File: src/rtl/alu_mc_if.sv
// alu_mc_if: issue/result bundle between the EX-stage controller and alu_mc.
//   master (controller): drives start, op, a, b; observes busy, done, c, zero, ovf, hi, lo
//   slave  (alu_mc)    : the mirror image
// WIDTH/OPW must match the parameters of the alu_mc instance it connects to.
interface alu_mc_if #(
    parameter int WIDTH = 32,
    parameter int OPW   = 5
);
    logic             start;
    logic [OPW-1:0]   op;
    logic [WIDTH-1:0] a;
    logic [WIDTH-1:0] b;
    logic             busy;
    logic             done;
    logic [WIDTH-1:0] c;
    logic             zero;
    logic             ovf;
    logic [WIDTH-1:0] hi;
    logic [WIDTH-1:0] lo;

    modport master (output start, op, a, b,
                    input  busy, done, c, zero, ovf, hi, lo);
    modport slave  (input  start, op, a, b,
                    output busy, done, c, zero, ovf, hi, lo);
endinterface

File: src/rtl/alu_mc.sv
// alu_mc: multi-cycle MIPS EX-stage ALU.
//   clk, rstn : rising-edge clock, asynchronous active-low reset
//   bus       : alu_mc_if.slave -- start/op/a/b in; busy/done/c/zero/ovf/hi/lo out
// Single-cycle ops register c/zero/ovf on the issue edge and pulse done the
// following cycle. MULT/MULTU/DIV/DIVU iterate one bit per cycle for WIDTH
// cycles, then spend one FIX cycle applying signs before writing hi/lo.
module alu_mc #(
    parameter int WIDTH = 32,
    parameter int OPW   = 5,
    parameter int SHW   = $clog2(WIDTH)
) (
    input  logic     clk,
    input  logic     rstn,
    alu_mc_if.slave  bus
);
    localparam logic [OPW-1:0] OP_ADD   = OPW'(1);
    localparam logic [OPW-1:0] OP_ADDU  = OPW'(2);
    localparam logic [OPW-1:0] OP_SUB   = OPW'(3);
    localparam logic [OPW-1:0] OP_SUBU  = OPW'(4);
    localparam logic [OPW-1:0] OP_SLT   = OPW'(5);
    localparam logic [OPW-1:0] OP_SLTU  = OPW'(6);
    localparam logic [OPW-1:0] OP_AND   = OPW'(7);
    localparam logic [OPW-1:0] OP_OR    = OPW'(8);
    localparam logic [OPW-1:0] OP_XOR   = OPW'(9);
    localparam logic [OPW-1:0] OP_NOR   = OPW'(10);
    localparam logic [OPW-1:0] OP_SLL   = OPW'(11);
    localparam logic [OPW-1:0] OP_SRL   = OPW'(12);
    localparam logic [OPW-1:0] OP_SRA   = OPW'(13);
    localparam logic [OPW-1:0] OP_EQ    = OPW'(14);
    localparam logic [OPW-1:0] OP_MULT  = OPW'(16);
    localparam logic [OPW-1:0] OP_MULTU = OPW'(17);
    localparam logic [OPW-1:0] OP_DIV   = OPW'(18);
    localparam logic [OPW-1:0] OP_DIVU  = OPW'(19);

    typedef enum logic [1:0] {IDLE, MUL, DIV, FIX} state_e;

    state_e           state_q, state_d;
    logic [SHW-1:0]   cnt_q, cnt_d;
    logic [WIDTH-1:0] acc_hi_q, acc_hi_d;   // MUL: upper product; DIV: partial remainder
    logic [WIDTH-1:0] acc_lo_q, acc_lo_d;   // MUL: multiplier/lower product; DIV: dividend/quotient
    logic [WIDTH-1:0] opnd_q, opnd_d;       // MUL: multiplicand; DIV: divisor
    logic             neg_a_q, neg_a_d, neg_b_q, neg_b_d, is_div_q, is_div_d;
    logic [WIDTH-1:0] c_q, c_d, hi_q, hi_d, lo_q, lo_d;
    logic             zero_q, zero_d, ovf_q, ovf_d, done_q, done_d;

    // ---------------- single-cycle datapath ----------------
    logic [WIDTH-1:0] alu_res, add_r, sub_r;
    logic             alu_ovf;
    logic [SHW-1:0]   shamt;

    always_comb begin
        add_r   = bus.a + bus.b;
        sub_r   = bus.a - bus.b;
        shamt   = bus.a[SHW-1:0];
        alu_res = '0;
        alu_ovf = 1'b0;
        case (bus.op)
            OP_ADD: begin
                alu_res = add_r;
                alu_ovf = (bus.a[WIDTH-1] == bus.b[WIDTH-1]) && (add_r[WIDTH-1] != bus.a[WIDTH-1]);
            end
            OP_ADDU: alu_res = add_r;
            OP_SUB: begin
                alu_res = sub_r;
                alu_ovf = (bus.a[WIDTH-1] != bus.b[WIDTH-1]) && (sub_r[WIDTH-1] != bus.a[WIDTH-1]);
            end
            OP_SUBU: alu_res = sub_r;
            OP_SLT:  alu_res = {{(WIDTH-1){1'b0}}, ($signed(bus.a) < $signed(bus.b))};
            OP_SLTU: alu_res = {{(WIDTH-1){1'b0}}, (bus.a < bus.b)};
            OP_AND:  alu_res = bus.a & bus.b;
            OP_OR:   alu_res = bus.a | bus.b;
            OP_XOR:  alu_res = bus.a ^ bus.b;
            OP_NOR:  alu_res = ~(bus.a | bus.b);
            OP_SLL:  alu_res = bus.b << shamt;
            OP_SRL:  alu_res = bus.b >> shamt;
            OP_SRA:  alu_res = $unsigned($signed(bus.b) >>> shamt);
            OP_EQ:   alu_res = {{(WIDTH-1){1'b0}}, (bus.a == bus.b)};
            default: alu_res = '0;   // NOP and unassigned codes
        endcase
    end

    // ---------------- iterative datapath ----------------
    logic             is_mul_op, is_div_op, signed_op;
    logic [WIDTH-1:0] abs_a, abs_b;
    logic [WIDTH:0]   mul_sum, div_r;
    logic [WIDTH-1:0] div_diff, q_fix, r_fix;
    logic             div_ge;
    logic [2*WIDTH-1:0] prod_fix;

    always_comb begin
        is_mul_op = (bus.op == OP_MULT) || (bus.op == OP_MULTU);
        is_div_op = (bus.op == OP_DIV)  || (bus.op == OP_DIVU);
        signed_op = (bus.op == OP_MULT) || (bus.op == OP_DIV);
        abs_a     = (signed_op && bus.a[WIDTH-1]) ? -bus.a : bus.a;
        abs_b     = (signed_op && bus.b[WIDTH-1]) ? -bus.b : bus.b;

        // Shift-add: conditionally add multiplicand to the upper half, then
        // shift the whole {carry, hi, lo} right by one.
        mul_sum   = {1'b0, acc_hi_q} + (acc_lo_q[0] ? {1'b0, opnd_q} : '0);

        // Restoring divide: shift next dividend bit into the remainder. The
        // remainder is always < divisor, so the difference fits in WIDTH bits.
        div_r     = {acc_hi_q, acc_lo_q[WIDTH-1]};
        div_ge    = div_r >= {1'b0, opnd_q};
        div_diff  = div_r[WIDTH-1:0] - opnd_q;

        prod_fix  = (neg_a_q ^ neg_b_q) ? -{acc_hi_q, acc_lo_q} : {acc_hi_q, acc_lo_q};
        // Divide by zero leaves an all-ones quotient; keep it unsigned-looking.
        q_fix     = ((neg_a_q ^ neg_b_q) && (opnd_q != '0)) ? -acc_lo_q : acc_lo_q;
        r_fix     = neg_a_q ? -acc_hi_q : acc_hi_q;
    end

    // ---------------- control ----------------
    always_comb begin
        state_d  = state_q;
        cnt_d    = cnt_q;
        acc_hi_d = acc_hi_q;
        acc_lo_d = acc_lo_q;
        opnd_d   = opnd_q;
        neg_a_d  = neg_a_q;
        neg_b_d  = neg_b_q;
        is_div_d = is_div_q;
        c_d      = c_q;
        zero_d   = zero_q;
        ovf_d    = ovf_q;
        hi_d     = hi_q;
        lo_d     = lo_q;
        done_d   = 1'b0;
        case (state_q)
            IDLE: begin
                if (bus.start) begin
                    if (is_mul_op || is_div_op) begin
                        neg_a_d  = signed_op && bus.a[WIDTH-1];
                        neg_b_d  = signed_op && bus.b[WIDTH-1];
                        is_div_d = is_div_op;
                        acc_hi_d = '0;
                        acc_lo_d = is_div_op ? abs_a : abs_b;
                        opnd_d   = is_div_op ? abs_b : abs_a;
                        cnt_d    = SHW'(WIDTH-1);
                        state_d  = is_div_op ? DIV : MUL;
                    end else begin
                        c_d    = alu_res;
                        zero_d = (alu_res == '0);
                        ovf_d  = alu_ovf;
                        done_d = 1'b1;
                    end
                end
            end
            MUL: begin
                acc_hi_d = mul_sum[WIDTH:1];
                acc_lo_d = {mul_sum[0], acc_lo_q[WIDTH-1:1]};
                cnt_d    = cnt_q - 1'b1;
                if (cnt_q == '0) state_d = FIX;
            end
            DIV: begin
                acc_hi_d = div_ge ? div_diff : div_r[WIDTH-1:0];
                acc_lo_d = {acc_lo_q[WIDTH-2:0], div_ge};
                cnt_d    = cnt_q - 1'b1;
                if (cnt_q == '0) state_d = FIX;
            end
            FIX: begin
                if (is_div_q) begin
                    hi_d = r_fix;
                    lo_d = q_fix;
                end else begin
                    hi_d = prod_fix[2*WIDTH-1:WIDTH];
                    lo_d = prod_fix[WIDTH-1:0];
                end
                done_d  = 1'b1;
                state_d = IDLE;
            end
            default: state_d = IDLE;
        endcase
    end

    always_ff @(posedge clk or negedge rstn) begin
        if (!rstn) begin
            state_q  <= IDLE;
            cnt_q    <= '0;
            acc_hi_q <= '0;
            acc_lo_q <= '0;
            opnd_q   <= '0;
            neg_a_q  <= 1'b0;
            neg_b_q  <= 1'b0;
            is_div_q <= 1'b0;
            c_q      <= '0;
            zero_q   <= 1'b0;
            ovf_q    <= 1'b0;
            hi_q     <= '0;
            lo_q     <= '0;
            done_q   <= 1'b0;
        end else begin
            state_q  <= state_d;
            cnt_q    <= cnt_d;
            acc_hi_q <= acc_hi_d;
            acc_lo_q <= acc_lo_d;
            opnd_q   <= opnd_d;
            neg_a_q  <= neg_a_d;
            neg_b_q  <= neg_b_d;
            is_div_q <= is_div_d;
            c_q      <= c_d;
            zero_q   <= zero_d;
            ovf_q    <= ovf_d;
            hi_q     <= hi_d;
            lo_q     <= lo_d;
            done_q   <= done_d;
        end
    end

    assign bus.busy = (state_q != IDLE);
    assign bus.done = done_q;
    assign bus.c    = c_q;
    assign bus.zero = zero_q;
    assign bus.ovf  = ovf_q;
    assign bus.hi   = hi_q;
    assign bus.lo   = lo_q;
endmodule
File: src/flat_wrapper.sv
// flat-port wrapper written by rule: the top's interface ports become plain ports
module alu_mc_flat 
#(
    parameter int WIDTH = 32,
    parameter int OPW   = 5,
    parameter int SHW   = $clog2(WIDTH)
)
  (clk, rstn, bus_start, bus_op, bus_a, bus_b, bus_busy, bus_done, bus_c, bus_zero, bus_ovf, bus_hi, bus_lo);
  alu_mc_if #(.WIDTH(WIDTH), .OPW(OPW)) bus_i ();
  input  logic clk;
  input  logic rstn;
  input wire logic [$bits(bus_i.start)-1:0] bus_start;
  input wire logic [$bits(bus_i.op)-1:0] bus_op;
  input wire logic [$bits(bus_i.a)-1:0] bus_a;
  input wire logic [$bits(bus_i.b)-1:0] bus_b;
  output wire logic [$bits(bus_i.busy)-1:0] bus_busy;
  output wire logic [$bits(bus_i.done)-1:0] bus_done;
  output wire logic [$bits(bus_i.c)-1:0] bus_c;
  output wire logic [$bits(bus_i.zero)-1:0] bus_zero;
  output wire logic [$bits(bus_i.ovf)-1:0] bus_ovf;
  output wire logic [$bits(bus_i.hi)-1:0] bus_hi;
  output wire logic [$bits(bus_i.lo)-1:0] bus_lo;
  assign bus_i.start = bus_start;
  assign bus_i.op = bus_op;
  assign bus_i.a = bus_a;
  assign bus_i.b = bus_b;
  assign bus_busy = bus_i.busy;
  assign bus_done = bus_i.done;
  assign bus_c = bus_i.c;
  assign bus_zero = bus_i.zero;
  assign bus_ovf = bus_i.ovf;
  assign bus_hi = bus_i.hi;
  assign bus_lo = bus_i.lo;
  alu_mc #(.WIDTH(WIDTH), .OPW(OPW), .SHW(SHW)) u_core (.clk(clk), .rstn(rstn), .bus(bus_i));
endmodule
File: config.mk
export PLATFORM = sky130hd
export DESIGN_NAME = alu_mc_flat
export DESIGN_NICKNAME = d
export VERILOG_FILES = /design/src/rtl/alu_mc_if.sv /design/src/rtl/alu_mc.sv /design/src/flat_wrapper.sv
export SDC_FILE = /design/constraint.sdc
export NUM_CORES = 1
export LEC_CHECK = 0
export CAP_MARGIN = 20
export CORE_MARGIN = 1.5
export CORE_UTILIZATION = 40
export DETAILED_ROUTE_END_ITERATION = 7
export SYNTH_ARGS = -nofsm -noshare
export SYNTH_HDL_FRONTEND = slang
export SYNTH_SLANG_ARGS = --single-unit
File: constraint.sdc
create_clock -name clk -period 3.8 [get_ports clk]
set_input_delay 0.38 -clock clk [delete_from_list [all_inputs] [get_ports clk]]
set_output_delay 0.38 -clock clk [all_outputs]
set_load 0.05 [all_outputs]
# Word level (Yosys, flattened, before mapping)

Index checks and enable logic that the tools add are counted.

Add/sub/neg operators: 10
Multiply operators: 0
Divide/modulo/power cells: 0
Magnitude comparators: 3
Equal/unequal tests: 29
Shift operators: 3
Multiplexer cells: 30
Bitwise logic cells: 6
Reductions and logical operators: 24

Operators with widths:

| cell                                                                   | count |
|---|---|
| 32-bit 2-to-1 mux                                                      | 14 |
| 32-bit one-hot mux with 12 select lines                                | 1 |
| 32-bit one-hot mux with 3 select lines                                 | 2 |
| 32-bit negator                                                         | 4 |
| 32-bit < comparator                                                    | 2 |
| 64-bit 2-to-1 mux                                                      | 1 |
| 64-bit negator                                                         | 1 |
| 32-bit subtractor                                                      | 2 |
| 5-bit by 4-bit equality test with 1-bit output (second input constant) | 7 |
| 32-bit by 33-bit adder with 33-bit output                              | 1 |
| 33-bit by 32-bit greater-or-equal comparator with 1-bit output         | 1 |
| 32-bit adder                                                           | 1 |
| 32-bit bitwise AND                                                     | 1 |
| 32-bit equality test                                                   | 1 |
| 32-bit logical NOT                                                     | 1 |
| 32-bit NOT                                                             | 1 |
| 32-bit OR                                                              | 1 |
| 32-bit nonzero test                                                    | 1 |
| 32-bit by 5-bit left shift with 32-bit output                          | 1 |
| 32-bit by 5-bit right shift with 32-bit output                         | 1 |
| 32-bit by 5-bit >>> shifter with 32-bit output                         | 1 |
| 32-bit XOR                                                             | 1 |
| 5-bit by 3-bit equality test with 1-bit output (second input constant) | 4 |
| 5-bit equality test (second input constant)                            | 4 |
| 25 further kinds                                                       | 50 |

Register bits after elaboration: 205
Latch bits: 0
Bits in writable memories: 0
Bits in read-only memories: 0
Input bits: 72
Output and inout port bits: 100
Word-level logic and storage cells: 119
Memories: 0

# Longest topological paths before layout

Depth after elaboration: 8
Mapped depth: 19
Gate-level depth less buffers: 15

# Worst setup path after synthesis

OpenSTA, ideal clock, no wires.

Path type: input to register
Start: input bus_a[3]
End: register u_core.zero_q, in the netlist u_core.bus.zero
Library setup time: 0.092 ns
Arrival time: 4.282 ns
Required time: 3.708 ns
Path slack: -0.573 ns
Cell stages on the path: 17
Path buffers: 4
Cells stage by stage: clkbuf_1 > inv_1 > clkbuf_1 > buf_1 > clkbuf_1 > ha_1 > and2_1 > a221o_1 > a2111oi_0 > nor3_1 > a221oi_1 > o21ai_0 > nor4_1 > and4_1 > nand4_1 > nand4b_1 > o31ai_2

Longest elaborated chain between the ends: 4
Elaborated cells on any way between the ends: 14
Classes of those cells: add/sub (2); order compare (2); eq/ne (1); shift (3); mux (1); bitwise (4); reduce/logical (1)

RTL lines:

| item                                                                      | line               | RTL |
|---|---|---|
| from (decl)                                                               | flat_wrapper.sv:14 | `input wire logic [$bits(bus_i.a)-1:0] bus_a;` |
| parallel branches: the longest is 2 deep, another holds 32-bit subtractor | n/a                |  |
| 32-bit one-hot mux with 12 select lines (*)                               | alu_mc.sv:57       | `case (bus.op)` |
| 32-bit logical NOT (*)                                                    | alu_mc.sv:143      | `zero_d = (alu_res == '0);` |
| to (signal assigned)                                                      | alu_mc.sv:202      | `zero_q <= zero_d;` |
| to (decl)                                                                 | alu_mc.sv:44       | `logic zero_q, zero_d, ovf_q, ovf_d, done_q, done_d;` |

Every way passes the cells marked *.
A chain may end at the register's enable or synchronous reset.

# Worst setup path after layout

Start: input bus_b[28]
End: register u_core.zero_q, in the netlist u_core.bus.zero

Longest elaborated chain between the ends: 4
Elaborated cells on any way between the ends: 14
Classes of those cells: add/sub (2); order compare (2); eq/ne (1); shift (3); mux (1); bitwise (4); reduce/logical (1)

RTL lines:

| item                                                                      | line               | RTL |
|---|---|---|
| from (decl)                                                               | flat_wrapper.sv:15 | `input wire logic [$bits(bus_i.b)-1:0] bus_b;` |
| parallel branches: the longest is 2 deep, another holds 32-bit subtractor | n/a                |  |
| 32-bit one-hot mux with 12 select lines (*)                               | alu_mc.sv:57       |  |
| 32-bit logical NOT (*)                                                    | alu_mc.sv:143      |  |

Marked as above.

==> impl_metrics.env <==
export IMPL_ir_worst_vdd_mv=0.383
export IMPL_yosys_top_cells_count="357 x nand2_1, 311 x nor2_1, 252 x a21oi_1"
export IMPL_fin_crit_sh_pct=97.9
export IMPL_ys_flop_type="dfrtp_1"
export IMPL_crit_type="in2reg"
export IMPL_busiest_layer="met2"
export IMPL_yosysTopAreaCell="dfrtp_1"
export IMPL_place_ws_ns=-0.745
export IMPL_slew_headroom_pct=37.2
export IMPL_synth_compound_area_share_pct=27.1
export IMPL_fin_cells=4879
export IMPL_ant_nets=0
export IMPL_die_h_um=255
export IMPL_clkTransAtPathRegs_ns=0.06
export IMPL_drc_errors=0
export IMPL_dp_hpwl_um=103000
export IMPL_use_met1_pct=47.8
export IMPL_avgSynthCellArea_um2=7.84
export IMPL_routed_via_density=6.17
export IMPL_synth_fa_ha_area_share_pct=9.01
export IMPL_grt_met2_usage_pct=60.8
export IMPL_synth_nets=3503
export IMPL_cts_buffers=27
export IMPL_wire_per_inst_um=26.0
export IMPL_r2r_setup_slack_ns=0.17
export IMPL_synthDominantCellAreaShare_pct=20.1
export IMPL_synthMuxAreaShare_pct=12.2
export IMPL_slowest_stage="mux4_2"
export IMPL_synth_edff_count=0
export IMPL_fin_nets=4265
export IMPL_status="finished clean"
export IMPL_synthDistinctLibCells=93
export IMPL_cts_root_buf="clkbuf_16"
export IMPL_antenna_found_initial=2
export IMPL_grt_max_degree=108
export IMPL_synth_simple_area_share_pct=18.6
export IMPL_syn2layout_area_growth_pct=38.7
export IMPL_crit_path_start_kind="input port"
export IMPL_gr_total_overflow=0
export IMPL_path_max_fanout=3
export IMPL_drt_iter0_drc=3108
export IMPL_syn_area_um2=25500
export IMPL_required_ns=4.29
export IMPL_critPathMaxStageDelay_ns=0.51
export IMPL_critPathCaptureType="flip-flop"
export IMPL_dieWidth_um=255
export IMPL_grt_usage_pct=37.5
export IMPL_r2r_start="u_core.acc_lo_q[0]"
export IMPL_drive_gt1_share_pct=27.2
export IMPL_grt_pass1_vias=29460
export IMPL_coreArea_um2=63000
export IMPL_period_needed_ns=3.72
export IMPL_path_common_cell="buf_4"
export IMPL_dp_cells=4821
export IMPL_diodes=0
export IMPL_grt_util_met3_pct=5.17
export IMPL_tightest_slew_ns=0.919
export IMPL_synth_top_family_by_area="compound AO/OA/AOI/OAI gates"
export IMPL_ys_ff_latch=205
export IMPL_clk_latency_ns=0.58
export IMPL_synth_xor_area_share_pct=6.57
export IMPL_layout_setup_ws_ns=0.0788
export IMPL_row_count=92
export IMPL_powerDensity_nw_per_um2=630
export IMPL_arrival_ns=4.21
export IMPL_setup_tns_ns=0
export IMPL_yosys_warnings=0
export IMPL_clockBufferDepth=3
export IMPL_yosysMostFrequentCell="nand2_1"
export IMPL_cts_tree="yes"
export IMPL_gp_congestion=1.07
export IMPL_async_flop_share_pct=100
export IMPL_dr_total_vias=30120
export IMPL_critical_path_startpoint="bus_b[28]"
export IMPL_path_cells="clkdlybuf4s50_1 -> buf_12 -> mux4_2 -> nor2_1 -> a2111oi_0 -> buf_4 -> a31o_2 -> o32a_1 -> buf_4 -> a221oi_1 -> o21ai_1 -> and4b_1 -> nand4_1 -> nand4b_1 -> o31ai_2"
export IMPL_syn_inst=3250
export IMPL_grt_pass1_wl_um=187000
export IMPL_cts_sinks=205
export IMPL_fin_skew_ns=0.0306
export IMPL_hold_viol=0
export IMPL_die_area_um2=65200
export IMPL_power_leakage_nw=15.8
export IMPL_maxSlewViolCount=0
export IMPL_netlist_top_cells_area="dfrtp_1 20%, ha_1 8.7%, mux4_2 6.9%, nand2_1 5.3%, a21oi_1 5.0%"
export IMPL_ys_seq_area_share_pct=20.1
export IMPL_portBuffers=171
export IMPL_io_pin_count=172
export IMPL_htreeDepth=1
export IMPL_setup_viol=0
export IMPL_wl_um=127000
export IMPL_hp_class="in2async"
export IMPL_drt_pre_antenna_iters=6
export IMPL_initial_core_util_pct=40.5
export IMPL_drv_cap=0
export IMPL_clock_fmax_mhz=269
## layout by cell type (no fill, tap or decap), types with 37 or more instances in the layout
cell and n:
a21o_1 55, a21oi_1 239, a22oi_1 56, a31oi_1 37, buf_12 45, buf_4 766
clkdlybuf4s50_1 163, dfrtp_1 204, ha_1 172, inv_1 150, mux2_2 40, mux2i_1 89
mux4_2 78, nand2_1 357, nand3_1 60, nor2_1 307, nor3_1 52, nor4_1 40
o211ai_1 42, o21ai_0 217, o221ai_1 42, xnor2_1 126, xor2_1 65
## state kept, by name, summed over array words and instances, names as in the netlist
register,count
u_core.bus.ovf,1
u_core.is_div_q,1
u_core.neg_b_q,1
u_core.bus.c,32
u_core.bus.zero,1
u_core.state_q,2
u_core.acc_hi_q,32
u_core.bus.done,1
u_core.cnt_q,5
u_core.bus.hi,32
u_core.neg_a_q,1
u_core.opnd_q,32
u_core.acc_lo_q,32
u_core.bus.lo,32
## layer usage
layer | vias to the layer above | part of all wire [%]
li1 | 13561 | -
met1 | 14616 | 40
met2 | 1580 | 45
met3 | 359 | 7.9
met4 | 4 | 7.0
met5 | - | 0.017
## timing repair
item                       4_1_cts  5_1_grt
resized for setup               12       73
pin swaps                        3       17
hold buffers                     1        0
buffers inserted                 0        6
setup endpoints to repair       21       42
hold endpoints to repair       105        0
## cell families (layout without fill, tap and decap cells)
family / Yosys count / count (layout)
AOI/OAI and AO/OA: 1033 / 1033
xor gates and xnor gates: 191 / 191
adders and majority gates: 181 / 181
buffers and inverters: 405 / 1188
DFF: 205 / 205
muxes: 208 / 208
and+or+nand+nor: 1027 / 1027
## critical path: cells and delay by family
| family | cells | cell delay, ns |
|---|---|---|
| compound gates | 6 | 1.48 |
| buf+inv | 4 | 0.93 |
| mux | 1 | 0.51 |
| simple gates | 4 | 0.90 |
## final cells by class
cell class	count	area [um^2]
Sequential cell	205	5130
Inverter	156	593
Clock buffer	35	776
Tap cell	846	1060
Clock inverter	15	179
Multi-Input combinational cell	2640	19200
Fill cell	5947	27600
Timing Repair Buffer	982	8370
## where the power goes
part           switching (mW)  total, mW  internal [mW]  leakage (nW)
logic                    9.25       15.3           6.03          12.7
registers                1.03       4.24           3.21          2.57
clock network            1.10       2.75           1.65         0.466
## stage by stage
stage	hold slack [ns]	total power [mW]	area (um^2)	util, %
after floorplan	0.0844	13.7	25600	-
after global placement	0.459	18.8	33900	53.8
after detailed placement	0.466	19.1	33900	53.8
after CTS	0.484	21.9	34900	55.4
after global routing	0.503	23.7	35300	56.1
final	0.444	22.3	35300	56.1
## worst paths after layout
path,endpoint,cells past startpoint
max in group asynchronous,u_core.opnd_q[1],3
worst max register to register,u_core.acc_hi_q[30],16
min in group clk,u_core.opnd_q[0],4
worst max-delay path,u_core.bus.zero,15
worst min register to register,u_core.bus.c[8],2
worst min-delay path,u_core.bus.hi[19],2
(Power assumes the default switching activity.)
